**src/rtl/fifo_rd_streamer_if.sv**
```systemverilog
// -----------------------------------------------------------------------------
// fifo_rd_streamer_if
//   Groups the two handshakes of fifo_rd_streamer: the synch_fifo read port
//   (fifo_rden / fifo_rddata / fifo_empty) and the downstream valid/ready
//   stream (m_data / m_valid / m_ready).
//
//   master : the streamer's view (drives fifo_rden and the output stream)
//   slave  : the environment's view (FIFO + consumer)
//
//   Parameter FIFO_WIDTH : data word width, must match the attached synch_fifo.
// -----------------------------------------------------------------------------
interface fifo_rd_streamer_if #(
  parameter int FIFO_WIDTH = 32
);
  logic                  fifo_empty;
  logic [FIFO_WIDTH-1:0] fifo_rddata;
  logic                  fifo_rden;
  logic [FIFO_WIDTH-1:0] m_data;
  logic                  m_valid;
  logic                  m_ready;

  modport master (
    input  fifo_empty, fifo_rddata, m_ready,
    output fifo_rden,  m_data,      m_valid
  );

  modport slave (
    output fifo_empty, fifo_rddata, m_ready,
    input  fifo_rden,  m_data,      m_valid
  );
endinterface

```
**src/rtl/fifo_rd_streamer.sv**
```systemverilog
// -----------------------------------------------------------------------------
// fifo_rd_streamer
//   Drains a synch_fifo through its read port and presents the words on a
//   valid/ready stream. A 3-entry circular buffer absorbs the FIFO's one-cycle
//   read latency, so the block sustains one word per cycle while m_ready has
//   no combinational path to fifo_rden.
//
// Ports
//   fifo_clk    : clock shared with synch_fifo, rising edge
//   rst         : asynchronous, active-low reset
//   enable      : 1 = fetch from FIFO, 0 = stop fetching and drain held words
//   busy        : state != IDLE
//   rd_word_cnt : delivered-word counter (only with FIFO_RD_STREAMER_CNT_EN)
//   bus         : fifo_rd_streamer_if.master (FIFO read port + output stream)
//
// Optional feature
//   `define FIFO_RD_STREAMER_CNT_EN adds rd_word_cnt[CNT_WIDTH-1:0], which
//   counts pops modulo 2^CNT_WIDTH.
// -----------------------------------------------------------------------------
module fifo_rd_streamer #(
  parameter int FIFO_WIDTH = 32,
  parameter int CNT_WIDTH  = 16
) (
  input  logic                 fifo_clk,
  input  logic                 rst,
  input  logic                 enable,
  output logic                 busy,
`ifdef FIFO_RD_STREAMER_CNT_EN
  output logic [CNT_WIDTH-1:0] rd_word_cnt,
`endif
  fifo_rd_streamer_if.master   bus
);

  typedef enum logic [1:0] {
    IDLE  = 2'd0,
    RUN   = 2'd1,
    DRAIN = 2'd2
  } state_t;

  localparam int DEPTH = 3;

  // Elaboration-time sanity check on the configuration.
  if (CNT_WIDTH < 1 || $bits(bus.fifo_rddata) != FIFO_WIDTH) begin : g_param_check
    $error("fifo_rd_streamer: bad CNT_WIDTH or interface width mismatch");
  end

  state_t                r_state;
  logic                  r_busy;
  logic                  r_inflight;
  logic [1:0]            r_occ;
  logic [1:0]            r_wr_ptr;
  logic [1:0]            r_rd_ptr;
  logic [FIFO_WIDTH-1:0] r_buf [DEPTH];

  logic [2:0]            w_level;
  logic                  w_rden;
  logic                  w_push;
  logic                  w_pop;

  function automatic logic [1:0] ptr_inc(input logic [1:0] p);
    return (p == 2'd2) ? 2'd0 : p + 2'd1;
  endfunction

  // Words held plus the one possibly in flight; reads stop once the buffer
  // could not take every outstanding word, which makes overflow impossible.
  assign w_level = {1'b0, r_occ} + {2'b00, r_inflight};
  assign w_rden  = (r_state == RUN) && !bus.fifo_empty && (w_level < 3'd3);
  assign w_push  = r_inflight;
  assign w_pop   = bus.m_valid && bus.m_ready;

  assign bus.fifo_rden = w_rden;
  assign bus.m_valid   = (r_occ != 2'd0);
  // Head comes straight from storage: no bypass from fifo_rddata.
  assign bus.m_data    = r_buf[r_rd_ptr];
  assign busy          = r_busy;

  // Control FSM; busy is registered alongside the state it mirrors.
  // NOTE: sequential state uses non-blocking assignments only, so every flop
  // samples pre-edge values regardless of block evaluation order.
  always_ff @(posedge fifo_clk or negedge rst) begin
    if (!rst) begin
      r_state <= IDLE;
      r_busy  <= 1'b0;
    end else begin
      case (r_state)
        IDLE: begin
          if (enable) begin
            r_state <= RUN;
            r_busy  <= 1'b1;
          end
        end
        RUN: begin
          if (!enable) r_state <= DRAIN;
        end
        DRAIN: begin
          if (enable) begin
            r_state <= RUN;
          end else if (w_level == 3'd0) begin
            r_state <= IDLE;
            r_busy  <= 1'b0;
          end
        end
        default: begin
          r_state <= IDLE;
          r_busy  <= 1'b0;
        end
      endcase
    end
  end

  // Buffer, pointers, occupancy and the read-latency tracker.
  // NOTE: the 3-word buffer is reset on purpose so m_data reads 0 out of
  // reset; larger memories would normally be left unreset.
  always_ff @(posedge fifo_clk or negedge rst) begin
    if (!rst) begin
      r_inflight <= 1'b0;
      r_occ      <= 2'd0;
      r_wr_ptr   <= 2'd0;
      r_rd_ptr   <= 2'd0;
      for (int i = 0; i < DEPTH; i++) r_buf[i] <= '0;
    end else begin
      r_inflight <= w_rden;
      if (w_push) begin
        r_buf[r_wr_ptr] <= bus.fifo_rddata;
        r_wr_ptr        <= ptr_inc(r_wr_ptr);
      end
      if (w_pop) r_rd_ptr <= ptr_inc(r_rd_ptr);
      case ({w_push, w_pop})
        2'b10:   r_occ <= r_occ + 2'd1;
        2'b01:   r_occ <= r_occ - 2'd1;
        default: r_occ <= r_occ;
      endcase
    end
  end

`ifdef FIFO_RD_STREAMER_CNT_EN
  logic [CNT_WIDTH-1:0] r_cnt;

  always_ff @(posedge fifo_clk or negedge rst) begin
    if (!rst)       r_cnt <= '0;
    else if (w_pop) r_cnt <= r_cnt + 1'b1;
  end

  assign rd_word_cnt = r_cnt;
`endif

  // A push into a full buffer would mean the read throttle is broken.
  a_no_overflow : assert property (@(posedge fifo_clk) disable iff (!rst)
    !(w_push && r_occ == 2'd3));

endmodule

```
**src/flat_wrapper.sv**
```systemverilog
// flat-port wrapper written by rule: the top's interface ports become plain ports
module fifo_rd_streamer_flat 
#(
  parameter int FIFO_WIDTH = 32,
  parameter int CNT_WIDTH  = 16
)
  (fifo_clk, rst, enable, busy, bus_fifo_empty, bus_fifo_rddata, bus_m_ready, bus_fifo_rden, bus_m_data, bus_m_valid);
  fifo_rd_streamer_if #(.FIFO_WIDTH(FIFO_WIDTH)) bus_i ();
  input  logic fifo_clk;
  input  logic rst;
  input  logic enable;
  output logic busy;
  input wire logic [$bits(bus_i.fifo_empty)-1:0] bus_fifo_empty;
  input wire logic [$bits(bus_i.fifo_rddata)-1:0] bus_fifo_rddata;
  input wire logic [$bits(bus_i.m_ready)-1:0] bus_m_ready;
  output wire logic [$bits(bus_i.fifo_rden)-1:0] bus_fifo_rden;
  output wire logic [$bits(bus_i.m_data)-1:0] bus_m_data;
  output wire logic [$bits(bus_i.m_valid)-1:0] bus_m_valid;
  assign bus_i.fifo_empty = bus_fifo_empty;
  assign bus_i.fifo_rddata = bus_fifo_rddata;
  assign bus_i.m_ready = bus_m_ready;
  assign bus_fifo_rden = bus_i.fifo_rden;
  assign bus_m_data = bus_i.m_data;
  assign bus_m_valid = bus_i.m_valid;
  fifo_rd_streamer #(.FIFO_WIDTH(FIFO_WIDTH), .CNT_WIDTH(CNT_WIDTH)) u_core (.fifo_clk(fifo_clk), .rst(rst), .enable(enable), .busy(busy), .bus(bus_i));
endmodule
```
**config.mk**
```make
export PLATFORM = sky130hd
export DESIGN_NAME = fifo_rd_streamer_flat
export DESIGN_NICKNAME = d
export VERILOG_FILES = /design/src/rtl/fifo_rd_streamer_if.sv /design/src/rtl/fifo_rd_streamer.sv /design/src/flat_wrapper.sv
export SDC_FILE = /design/constraint.sdc
export NUM_CORES = 1
export LEC_CHECK = 0
export ABC_AREA = 1
export CAP_MARGIN = 0
export CORE_ASPECT_RATIO = 1.25
export CORE_MARGIN = 4
export CORE_UTILIZATION = 58
export DETAILED_ROUTE_END_ITERATION = 7
export MAX_ROUTING_LAYER = met4
export PLACE_DENSITY = 0.85
export SYNTH_ARGS = -nofsm -noshare
export SYNTH_HDL_FRONTEND = slang
export SYNTH_SLANG_ARGS = --single-unit
```
**constraint.sdc**
```tcl
create_clock -name fifo_clk -period 2.65 [get_ports fifo_clk]
set_input_delay 0.3975 -clock fifo_clk [delete_from_list [all_inputs] [get_ports fifo_clk]]
set_output_delay 0.3975 -clock fifo_clk [all_outputs]
set_load 0.03 [all_outputs]
```
==> flow_metrics.py, run 1 <==
metrics = {
    "detailed_routing": {
        "drt-total-wl_um": 9860,
        "drt_first_pass_iters": 4,
        "met1Wirelength_um": 4190,
        "met2WireLength_um": 5000,
        "final_antenna_net_count": 0,
        "wl_per_cell_um": 14.0,
        "num_vias": 3788,
        "wl_met3_um": 532,
        "drt-initial-drc-count": 307,
        "vias_per_cell": 5.37,
        "drc_errors": 0,
        "top_layer_used": "met4",
    },
    "clocking": {
        "cts_max_path_buffers": 2,
        "cts.sinks": 106,
        "postCtsHoldBufs": 0,
        "clk_pin_slew_ns": 0.09,
        "cts_setup_buffers": 0,
        "root_buffer": "clkbuf_8",
        "cts_tree": "done",
        "numCtsBuffers": 9,
        "clk_latency_ns": 0.36,
        "htree_levels": 3,
    },
    "logic_synthesis": {
        "synth_xor_area_share_pct": 0.182,
        "synth_top_area_share_pct": 55.1,
        "synth_compound_area_share_pct": 14.0,
        "synth_top_family_by_area": "simple AND/OR/NAND/NOR gates",
        "synth_area_um2": 4810,
        "ys_seq_elements": 106,
        "synthMuxAreaShare_pct": 0,
        "synthSimpleGateAreaFrac_pct": 21.9,
        "synth_nets": 584,
        "synthAdderAreaFrac_pct": 0.780,
        "ys_seq_area_share_pct": 55.1,
        "synth_area_leaders": "dfrtp_1 (55%), nand2_1 (16%), o21ai_2 (8.0%)",
        "ys_types": 20,
        "synth_top_cell_by_area": "dfrtp_1",
        "netlist_instances": 544,
        "syn_avg_cell_area_um2": 8.85,
        "yosysWarnings": 0,
    },
    "timing": {
        "tightest_slew_ns": 0.752,
        "fin_ws_ns": 0.220,
        "slew_headroom_pct": 49.9,
        "hold_viol": 0,
        "skew_ns": 0.00609,
        "rsz0062_at_grt": "false",
        "fin_crit_ns": 2.43,
        "fin_tns_setup_ns": 0,
        "max_freq_ghz": 0.411,
        "slew_violations": 0,
        "final-setup-viol-count": 0,
        "timing.final.crit_share_pct": 91.7,
    },
    "finish": {
        "diodes": 0,
        "drive_above_1_share_pct": 17.8,
        "syn_to_final_growth_pct": 17.7,
        "finalNonFillerCells": 706,
        "nets": 646,
    },
    "placed_design": {
        "io_buffers": 71,
        "dp.cells": 690,
        "place_ws_ns": 0.341,
        "gp_congestion": 0.766,
        "dp_hpwl_um": 6300,
    },
    "global_routing": {
        "antenna_found_initial": 0,
        "grt.overflow.total": 0,
        "grt.total_usage_pct": 22.6,
        "grt_pass1_vias": 3651,
        "grt_max_degree": 65,
        "grt_pass1_wl_um": 16500,
    },
    "pwr": {
        "p_int_mw": 4.36,
        "clockPowerShare_pct": 13.2,
        "p_comb_share_pct": 49.5,
        "power_leakage_nw": 2.87,
        "seqPwrFrac_pct": 37.3,
        "power_mw": 7.70,
        "switching_power_mw": 3.35,
        "powerDensity_nw_per_um2": 1360,
        "p_sw_share_pct": 43.4,
        "ir_drop_mv": 0.994,
    },
    "flow_run": {
        "drv_cap": 0,
    },
    "worst_setup_path": {
        "path_buf_inv": 1,
        "critPathArrivalTime_ns": 2.03,
        "required_ns": 2.25,
        "crit_fanout": 7,
        "reg2reg_depth": 2,
        "critPathKind": "flop to output port",
        "worst_setup_path_start_kind": "flop",
        "slowest_stage": "dfrtp_1",
        "crit_path_end_kind": "output port",
        "cp_slowest_stage_delay_ns": 0.49,
        "crit_family": "adder cells",
        "path_cells": "ha_1, ha_1, nand2_1, nand2_1, nor2_1, dlygate4sd2_1",
        "crit_cells": 6,
    },
    "floorplanning": {
        "die_x_um": 89.5,
        "floorplan.initialDensity_pct": 60.7,
        "design.die.area_um2": 9830,
        "rows": 36,
        "pin_count": 72,
        "core-area_um2": 7930,
        "die-height_um": 110,
    },
    "outcome": {
        "status": "finished, final reports clean",
    },
    "hold_path": {
        "hold_path.class": "input pin to asynchronous set/reset pin",
    },
}
[cell usage in the layout (no fill, tap or decap), types with 2 or more instances in the layout]
master / instances
buf_12: 4
buf_4: 38
clkbuf_8: 11
clkdlybuf4s50_1: 37
clkinvlp_4: 2
dfrtp_1: 106
ha_1: 3
inv_1: 43
inv_2: 2
nand2_1: 211
nand3_1: 36
nand3_2: 2
nor2_1: 5
nor2_2: 3
o21ai_0: 18
o21ai_1: 37
o21ai_2: 44
[synthesized netlist by cell type]
master and number:
nand2_1 211, dfrtp_1 106, o21ai_2 44, inv_1 43, o21ai_1 37, nand3_1 36
o21ai_0 18, buf_2 16, buf_6 12, nor2_1 5, ha_1 3, nor2_2 3
inv_2 2, nand3_2 2, a21boi_0 1, a21oi_1 1, clkbuf_1 1, nand3_4 1
nand4_1 1, xnor2_1 1
[worst paths after layout]
kind / from / to / slack (ns)
worst min register to register: u_core.r_buf[73]$_DFFE_PN0P_ / u_core.r_buf[73]$_DFFE_PN0P_ / 0.49
worst max register to register: u_core.r_inflight$_DFF_PN0_ / u_core.r_buf[5]$_DFFE_PN0P_ / 0.99
worst max-delay path: u_core.r_inflight$_DFF_PN0_ / bus_fifo_rden / 0.22
max in group asynchronous: rst / u_core.r_buf[46]$_DFFE_PN0P_ / 1.81
min in group fifo_clk: u_core.r_buf[73]$_DFFE_PN0P_ / u_core.r_buf[73]$_DFFE_PN0P_ / 0.49
worst min-delay path: rst / u_core.r_buf[39]$_DFFE_PN0P_ / 0.1
[stage by stage]
step,cell area [um^2],utilization [%],hold WS (ns)
final,5660,71.4,0.0965
after global routing,5660,71.4,0.159
after CTS,5660,71.4,0.117
after detailed placement,5460,68.9,0.468
after global placement,5460,68.9,0.465
after floorplan,4810,-,0.102
[power by group through the flow]
| stage | Clock (mW) | Combinational, mW | Sequential [mW] |
|---|---|---|---|
| CTS | 1.04 | 3.87 | 2.86 |
| global route | 1.11 | 4.20 | 2.96 |
| global placement | 0 | 3.76 | 2.84 |
| finish | 1.02 | 3.81 | 2.87 |
| floorplan | 0 | 2.65 | 2.80 |
| detailed placement | 0 | 3.86 | 2.89 |
[layout make-up]
type	count	area (um^2)
clock buffer	12	155
clock inverter	4	50.0
tap	95	119
fill	615	2260
multi-input combinational	364	1770
inverter	45	169
timing repair buffer	80	744
sequential	106	2650
[cells by family (layout without fill, tap and decap cells)]
group	Yosys count	in the layout
AO/OA/AOI/OAI	101	101
XOR/XNOR	1	1
adder cells (fa/ha/maj)	3	3
buffers and inverters	74	141
AND/OR/NAND/NOR	259	259
flip-flops	106	106
[what timing repair did]
| item | in CTS | in global routing |
|---|---|---|
| endpoints found under the setup margin | 1 | 0 |
| resized for setup | 1 | 0 |
| endpoints found under the hold margin | 0 | 0 |
[flip-flops by register name, summed over array words and instances (netlist names)]
signal             flops
u_core.r_buf          96
u_core.r_occ           2
u_core.busy            1
u_core.r_rd_ptr        2
u_core.r_inflight      1
u_core.r_state         2
u_core.r_wr_ptr        2
[worst register-to-register path: stages, from the launching register on]
cell,delay (ns)
dfrtp_1,0.51
nand3_4,0.60
o21ai_0,0.44
[metal layers]
| metal | up-vias | global-route usage, % |
|---|---|---|
| met5 | - | - |
| met4 | 0 | 7.98 |
| met3 | 11 | 4.05 |
| met2 | 99 | 36.5 |
| met1 | 1826 | 28.6 |
| li1 | 1852 | - |
Power figures use the tool's default switching activity.
==> run 2, diff against run 1 <==
--- a/config.mk
+++ b/config.mk
@@ -5,7 +5,6 @@
 export SDC_FILE = /design/constraint.sdc
 export NUM_CORES = 1
 export LEC_CHECK = 0
-export ABC_AREA = 1
 export CAP_MARGIN = 0
 export CORE_ASPECT_RATIO = 1.25
 export CORE_MARGIN = 4
==> flow_metrics.py, run 2 <==
metrics = {
    "finish": {
        "final_cell_mix": "dfrtp_1 (105), mux2_2 (67), buf_4 (41), clkdlybuf4s50_1 (37)",
        "syn_to_final_growth_pct": 19.6,
        "multi_input_area_um2": 2010,
        "fillers": 528,
        "seq_area_um2": 2650,
        "nets": 461,
        "largest_reg_flops": 96,
        "regMostFlops": "u_core.r_buf",
        "drive_above_1_share_pct": 38.1,
        "finalNonFillerCells": 520,
        "final_common_cell": "dfrtp_1",
        "diodes": 0,
    },
    "logic_synthesis": {
        "synth_nets": 390,
        "synth_area_um2": 4780,
        "synth-async-reset-ratio_pct": 100,
        "synth_top_cell_by_area": "dfrtp_1",
        "synth_top_area_share_pct": 55.5,
        "yosysWarnings": 0,
        "ys_seq_area_share_pct": 55.5,
        "synth_edf_count": 0,
        "synthMostInstantiatedCell": "dfrtp_1",
        "ys_seq_elements": 106,
        "ys_types": 30,
        "yosys-top-cells-count": "dfrtp_1 (106), mux2_2 (67), mux2i_1 (32), nand2_1 (32)",
        "ys.flop_type": "dfrtp_1",
        "syn_avg_cell_area_um2": 13.7,
        "netlist_instances": 350,
        "synth_area_leaders": "dfrtp_1 (55%), mux2_2 (16%), mux2_4 (9.4%)",
    },
    "worst_setup_path": {
        "critPathArrivalTime_ns": 2.08,
        "crit_path_end_kind": "output port",
        "crit_fanout": 5,
        "rr_startpoint": "u_core.r_wr_ptr[1]$_DFFE_PN0P_",
        "timing.rr.end": "u_core.r_buf[58]$_DFFE_PN0P_",
        "reg2reg_depth": 3,
        "critPathKind": "flop to output port",
        "endpoint": "bus_fifo_rden",
        "worst_setup_path_start_kind": "flop",
        "required_ns": 2.25,
        "startpoint": "u_core.r_occ[0]$_DFFE_PN0P_",
        "reg2reg_setup_slack_ns": 0.68,
    },
    "global_routing": {
        "grt.overflow.total": 0,
        "grt.total_usage_pct": 22.1,
        "grt_pass1_vias": 3224,
        "grt_max_degree": 43,
        "antenna_found_initial": 0,
        "grt_pass1_wl_um": 15900,
    },
    "floorplanning": {
        "die_x_um": 89.2,
        "design.die.area_um2": 9770,
        "core-area_um2": 7930,
        "pin_count": 72,
        "floorplan.initialDensity_pct": 60.3,
        "rows": 36,
        "die-height_um": 109,
    },
    "timing": {
        "skew_ns": 0.00387,
        "timing.final.crit_share_pct": 93.4,
        "slew_headroom_pct": 36.0,
        "rsz0062_at_grt": "false",
        "fin_tns_setup_ns": 0,
        "slew_violations": 0,
        "hold_viol": 0,
        "final-setup-viol-count": 0,
        "max_freq_ghz": 0.404,
        "tightest_slew_ns": 0.959,
        "hold_ws_ns": 0.0150,
        "fin_crit_ns": 2.48,
    },
    "pwr": {
        "powerDensity_nw_per_um2": 1320,
        "power_leakage_nw": 2.59,
        "ir_drop_mv": 0.806,
        "power_mw": 7.55,
    },
    "clocking": {
        "postCtsHoldBufs": 0,
        "cts_tree": "done",
        "clk_pin_slew_ns": 0.09,
        "cts_setup_buffers": 0,
        "root_buffer": "clkbuf_8",
        "numCtsBuffers": 9,
        "cts.sinks": 106,
        "clk_latency_ns": 0.35,
        "cts_max_path_buffers": 2,
        "htree_levels": 3,
    },
    "outcome": {
        "status": "finished, final reports clean",
    },
    "detailed_routing": {
        "num_vias": 2957,
        "drt-initial-drc-count": 170,
        "final_antenna_net_count": 0,
        "wl_per_cell_um": 18.5,
        "drt_first_pass_iters": 4,
        "vias_per_cell": 5.69,
        "drc_errors": 0,
        "drt-total-wl_um": 9610,
    },
    "placed_design": {
        "io_buffers": 71,
        "dp_hpwl_um": 6400,
        "dp.cells": 505,
        "gp_congestion": 0.713,
    },
    "flow_run": {
        "drv_cap": 0,
    },
    "hold_path": {
        "hold_path.class": "input pin to asynchronous set/reset pin",
    },
}
## run 2: timing repair
action | 4_1_cts | 5_1_grt
setup endpoints to repair | 1 | 1
resized for setup | 3 | 1
hold endpoints to repair | 0 | 0
pin swaps | 0 | 0
## run 2: cell type report
type                            instances  area share, %
Multi-Input combinational cell        218           35.2
Inverter                                5          0.328
Tap cell                               95           2.08
Clock buffer                           14           3.20
Clock inverter                          1          0.131
Sequential cell                       106           46.4
Timing Repair Buffer                   81           12.7
## run 2: routing by layer
metal / vias to the layer above / wire length [um] / GRT usage [%]
met5: - / 0 / -
met4: 0 / 121 / 7.02
li1: 1379 / - / -
met1: 1522 / 4130 / 27.8
met2: 46 / 5080 / 37.2
met3: 10 / 285 / 2.77
## run 2: metrics by stage
step	util, %	setup slack [ns]	area [um^2]
after global routing	72.1	0.0248	5710
after floorplan	-	0.129	4780
after global placement	69.7	0.183	5530
after CTS	72.1	0.0127	5720
after detailed placement	69.7	0.0907	5530
final	72.1	0.174	5710
## run 2: cells by family (layout without fill, tap and decap cells)
logic type	after synthesis	after routing	synth area share [%]
flops	106	106	55.5
buf+inv	26	101	2.80
fa+ha+maj	3	3	0.785
simple gates	41	41	3.67
compound gates	42	42	4.79
xor+xnor	3	3	0.550
mux	129	129	31.9
## run 2: how the worst min path moves through the flow
stage / to / slack [ns] / depth (start not counted)
after floorplan: u_core.busy$_DFFE_PN0P_ / 0.10 / 0
after global placement: u_core.r_buf[92]$_DFFE_PN0P_ / 0.41 / 1
after detailed placement: u_core.r_buf[60]$_DFFE_PN0P_ / 0.42 / 1
after CTS: u_core.r_buf[60]$_DFFE_PN0P_ / 0.02 / 1
after global routing: u_core.r_buf[60]$_DFFE_PN0P_ / 0.05 / 1
final: u_core.r_buf[60]$_DFFE_PN0P_ / 0.02 / 1
## run 2: critical path, cell delays in order, from the launching register on
cell	delay, ns
dfrtp_1	0.44
ha_1	0.23
ha_1	0.31
a2111oi_1	0.45
clkbuf_2	0.29
## run 2: power by group
part	internal (mW)	switching (mW)	leakage (nW)
Sequential	2.42	0.501	1.25
Combinational	1.77	1.91	1.24
Clock	0.441	0.507	0.0948
==> run 3, diff against run 2 <==
--- a/config.mk
+++ b/config.mk
@@ -10,6 +10,7 @@
 export CORE_MARGIN = 4
 export CORE_UTILIZATION = 58
 export DETAILED_ROUTE_END_ITERATION = 7
+export GPL_TIMING_DRIVEN = 0
 export MAX_ROUTING_LAYER = met4
 export PLACE_DENSITY = 0.85
 export SYNTH_ARGS = -nofsm -noshare
==> flow_metrics.py, run 3 (same netlist as run 2, synthesis figures left out) <==
metrics = {
    "timing": {
        "fin_crit_ns": 2.51,
        "hold_viol": 0,
        "rsz0062_at_grt": "false",
        "slew_violations": 0,
        "hold_ws_ns": 0.0203,
        "slew_headroom_pct": 57.6,
        "max_freq_ghz": 0.399,
        "fin_ws_ns": 0.142,
        "skew_ns": 0.0124,
        "final-setup-viol-count": 0,
        "tightest_slew_ns": 0.637,
        "timing.final.crit_share_pct": 94.7,
    },
    "pwr": {
        "p_sw_share_pct": 40.9,
        "ir_drop_mv": 0.830,
        "clockPowerShare_pct": 12.2,
        "power_leakage_nw": 2.63,
        "powerDensity_nw_per_um2": 1290,
        "seqPwrFrac_pct": 39.0,
        "switching_power_mw": 3.01,
        "p_int_mw": 4.36,
        "p_comb_share_pct": 48.9,
    },
    "floorplanning": {
        "pin_count": 72,
        "floorplan.initialDensity_pct": 60.3,
        "core-area_um2": 7930,
        "die-height_um": 109,
        "design.die.area_um2": 9770,
        "die_x_um": 89.2,
        "rows": 36,
    },
    "detailed_routing": {
        "met2WireLength_um": 5510,
        "vias_per_cell": 5.75,
        "met1Wirelength_um": 4230,
        "wl_met3_um": 492,
        "drt-total-wl_um": 10400,
        "drt_first_pass_iters": 4,
        "drt-initial-drc-count": 157,
        "wl_per_cell_um": 19.6,
        "num_vias": 3066,
        "top_layer_used": "met4",
        "final_antenna_net_count": 0,
        "drc_errors": 0,
    },
    "clocking": {
        "htree_levels": 3,
        "postCtsHoldBufs": 0,
        "clk_latency_ns": 0.38,
        "cts_tree": "done",
        "clk_pin_slew_ns": 0.10,
        "root_buffer": "clkbuf_8",
        "numCtsBuffers": 9,
        "cts_setup_buffers": 0,
        "cts_max_path_buffers": 2,
        "cts.sinks": 106,
    },
    "finish": {
        "nets": 473,
        "drive_above_1_share_pct": 35.4,
        "fillers": 549,
        "final_cell_mix": "dfrtp_1 (106), mux2_2 (67), clkdlybuf4s50_1 (37), mux2i_1 (32), nand2_1 (32)",
        "finalNonFillerCells": 533,
        "largest_reg_flops": 96,
        "regMostFlops": "u_core.r_buf",
        "final_common_cell": "dfrtp_1",
        "final_util_pct": 72.0,
        "diodes": 0,
        "syn_to_final_growth_pct": 19.5,
    },
    "global_routing": {
        "grt_pass1_wl_um": 16900,
        "grt_pass1_vias": 3317,
        "antenna_found_initial": 0,
        "grt.total_usage_pct": 23.7,
        "grt.overflow.total": 0,
        "grt_max_degree": 63,
    },
    "worst_setup_path": {
        "worst_setup_path_start_kind": "flop",
        "slowest_stage": "dlygate4sd2_1",
        "cp_slowest_stage_delay_ns": 0.43,
        "crit_family": "buffers and inverters",
        "critPathArrivalTime_ns": 2.11,
        "path_cells": "buf_2, nor2b_1, clkbuf_2, clkbuf_4, nand2_1, o21ai_0, dlygate4sd2_1",
        "critPathKind": "flop to output port",
        "path_buf_inv": 4,
        "crit_path_end_kind": "output port",
        "crit_fanout": 10,
        "required_ns": 2.25,
    },
    "flow_run": {
        "drv_cap": 0,
    },
    "placed_design": {
        "io_buffers": 71,
        "gp_congestion": 0.805,
        "dp_hpwl_um": 7100,
        "dp.cells": 517,
        "place_ws_ns": -0.118,
    },
    "outcome": {
        "status": "finished, final reports clean",
    },
    "hold_path": {
        "hold_path.class": "input pin to asynchronous set/reset pin",
    },
}
run 3: cell count changes in the layout (fill, tap and decap cells not counted), sizes merged:
cell / previous run / this run
clkinv: 0 / 2
buf: 43 / 16
clkbuf: 15 / 37
dlygate4sd1: 0 / 1
dlymetal6s2s: 0 / 2
clkinvlp: 1 / 4
dlygate4sd2: 0 / 10
run 3: layer usage:
layer / vias to the layer above / track usage, %
met5: - / -
met1: 1565 / 29.5
met3: 23 / 4.27
li1: 1403 / -
met2: 75 / 38.9
met4: 0 / 8.62
run 3: layout make-up:
| type | instances | area (um^2) | area share (%) |
|---|---|---|---|
| tap | 95 | 119 | 2.08 |
| clock inverter | 6 | 43.8 | 0.767 |
| multi-input combinational | 218 | 1990 | 34.9 |
| clock buffer | 10 | 128 | 2.23 |
| sequential | 106 | 2650 | 46.5 |
| buffer | 21 | 128 | 2.23 |
| inverter | 5 | 18.8 | 0.329 |
| timing repair buffer | 72 | 627 | 11.0 |
run 3: worst reg2reg max path: stages, from the launching register on:
cell	delay, ns
dfrtp_1	0.43
inv_2	0.08
nor3_2	0.44
buf_2	0.40
mux2_2	0.38
run 3: power groups by stage:
stage | logic, mW | registers [mW] | clock network [mW]
after floorplan | 2.67 | 2.76 | 0
after global placement | 3.83 | 2.83 | 0
after detailed placement | 3.93 | 2.89 | 0
after CTS | 3.69 | 2.86 | 0.913
after global routing | 3.87 | 2.97 | 0.981
final | 3.60 | 2.87 | 0.896
run 3: stage by stage:
step / TNS [ns] / area [um^2] / total power, mW
finish: 0 / 5710 / 7.37
global route: 0 / 5710 / 7.81
CTS: 0 / 5780 / 7.46
detailed placement: -2.03 / 5640 / 6.82
global placement: -284.27 / 5610 / 6.66
floorplan: 0 / 4780 / 5.43
run 3: final timing paths:
path	slack, ns	endpoint	startpoint	depth (start not counted)
max	0.14	bus_m_data[27]	u_core.r_rd_ptr[1]$_DFFE_PN0P_	7
min	0.02	u_core.r_buf[57]$_DFFE_PN0P_	rst	1
max reg2reg	0.81	u_core.r_buf[75]$_DFFE_PN0P_	u_core.r_inflight$_DFF_PN0_	4
min reg2reg	0.51	u_core.busy$_DFFE_PN0P_	u_core.r_state[1]$_DFFE_PN0P_	1
max in group asynchronous	1.92	u_core.r_buf[86]$_DFFE_PN0P_	rst	2
min in group fifo_clk	0.51	u_core.busy$_DFFE_PN0P_	u_core.r_state[1]$_DFFE_PN0P_	1
run 3: repair_timing:
| action | 4_1_cts | 5_1_grt |
|---|---|---|
| endpoints found under the setup margin | 31 | 33 |
| pin swaps | 0 | 0 |
| resized for setup | 38 | 61 |
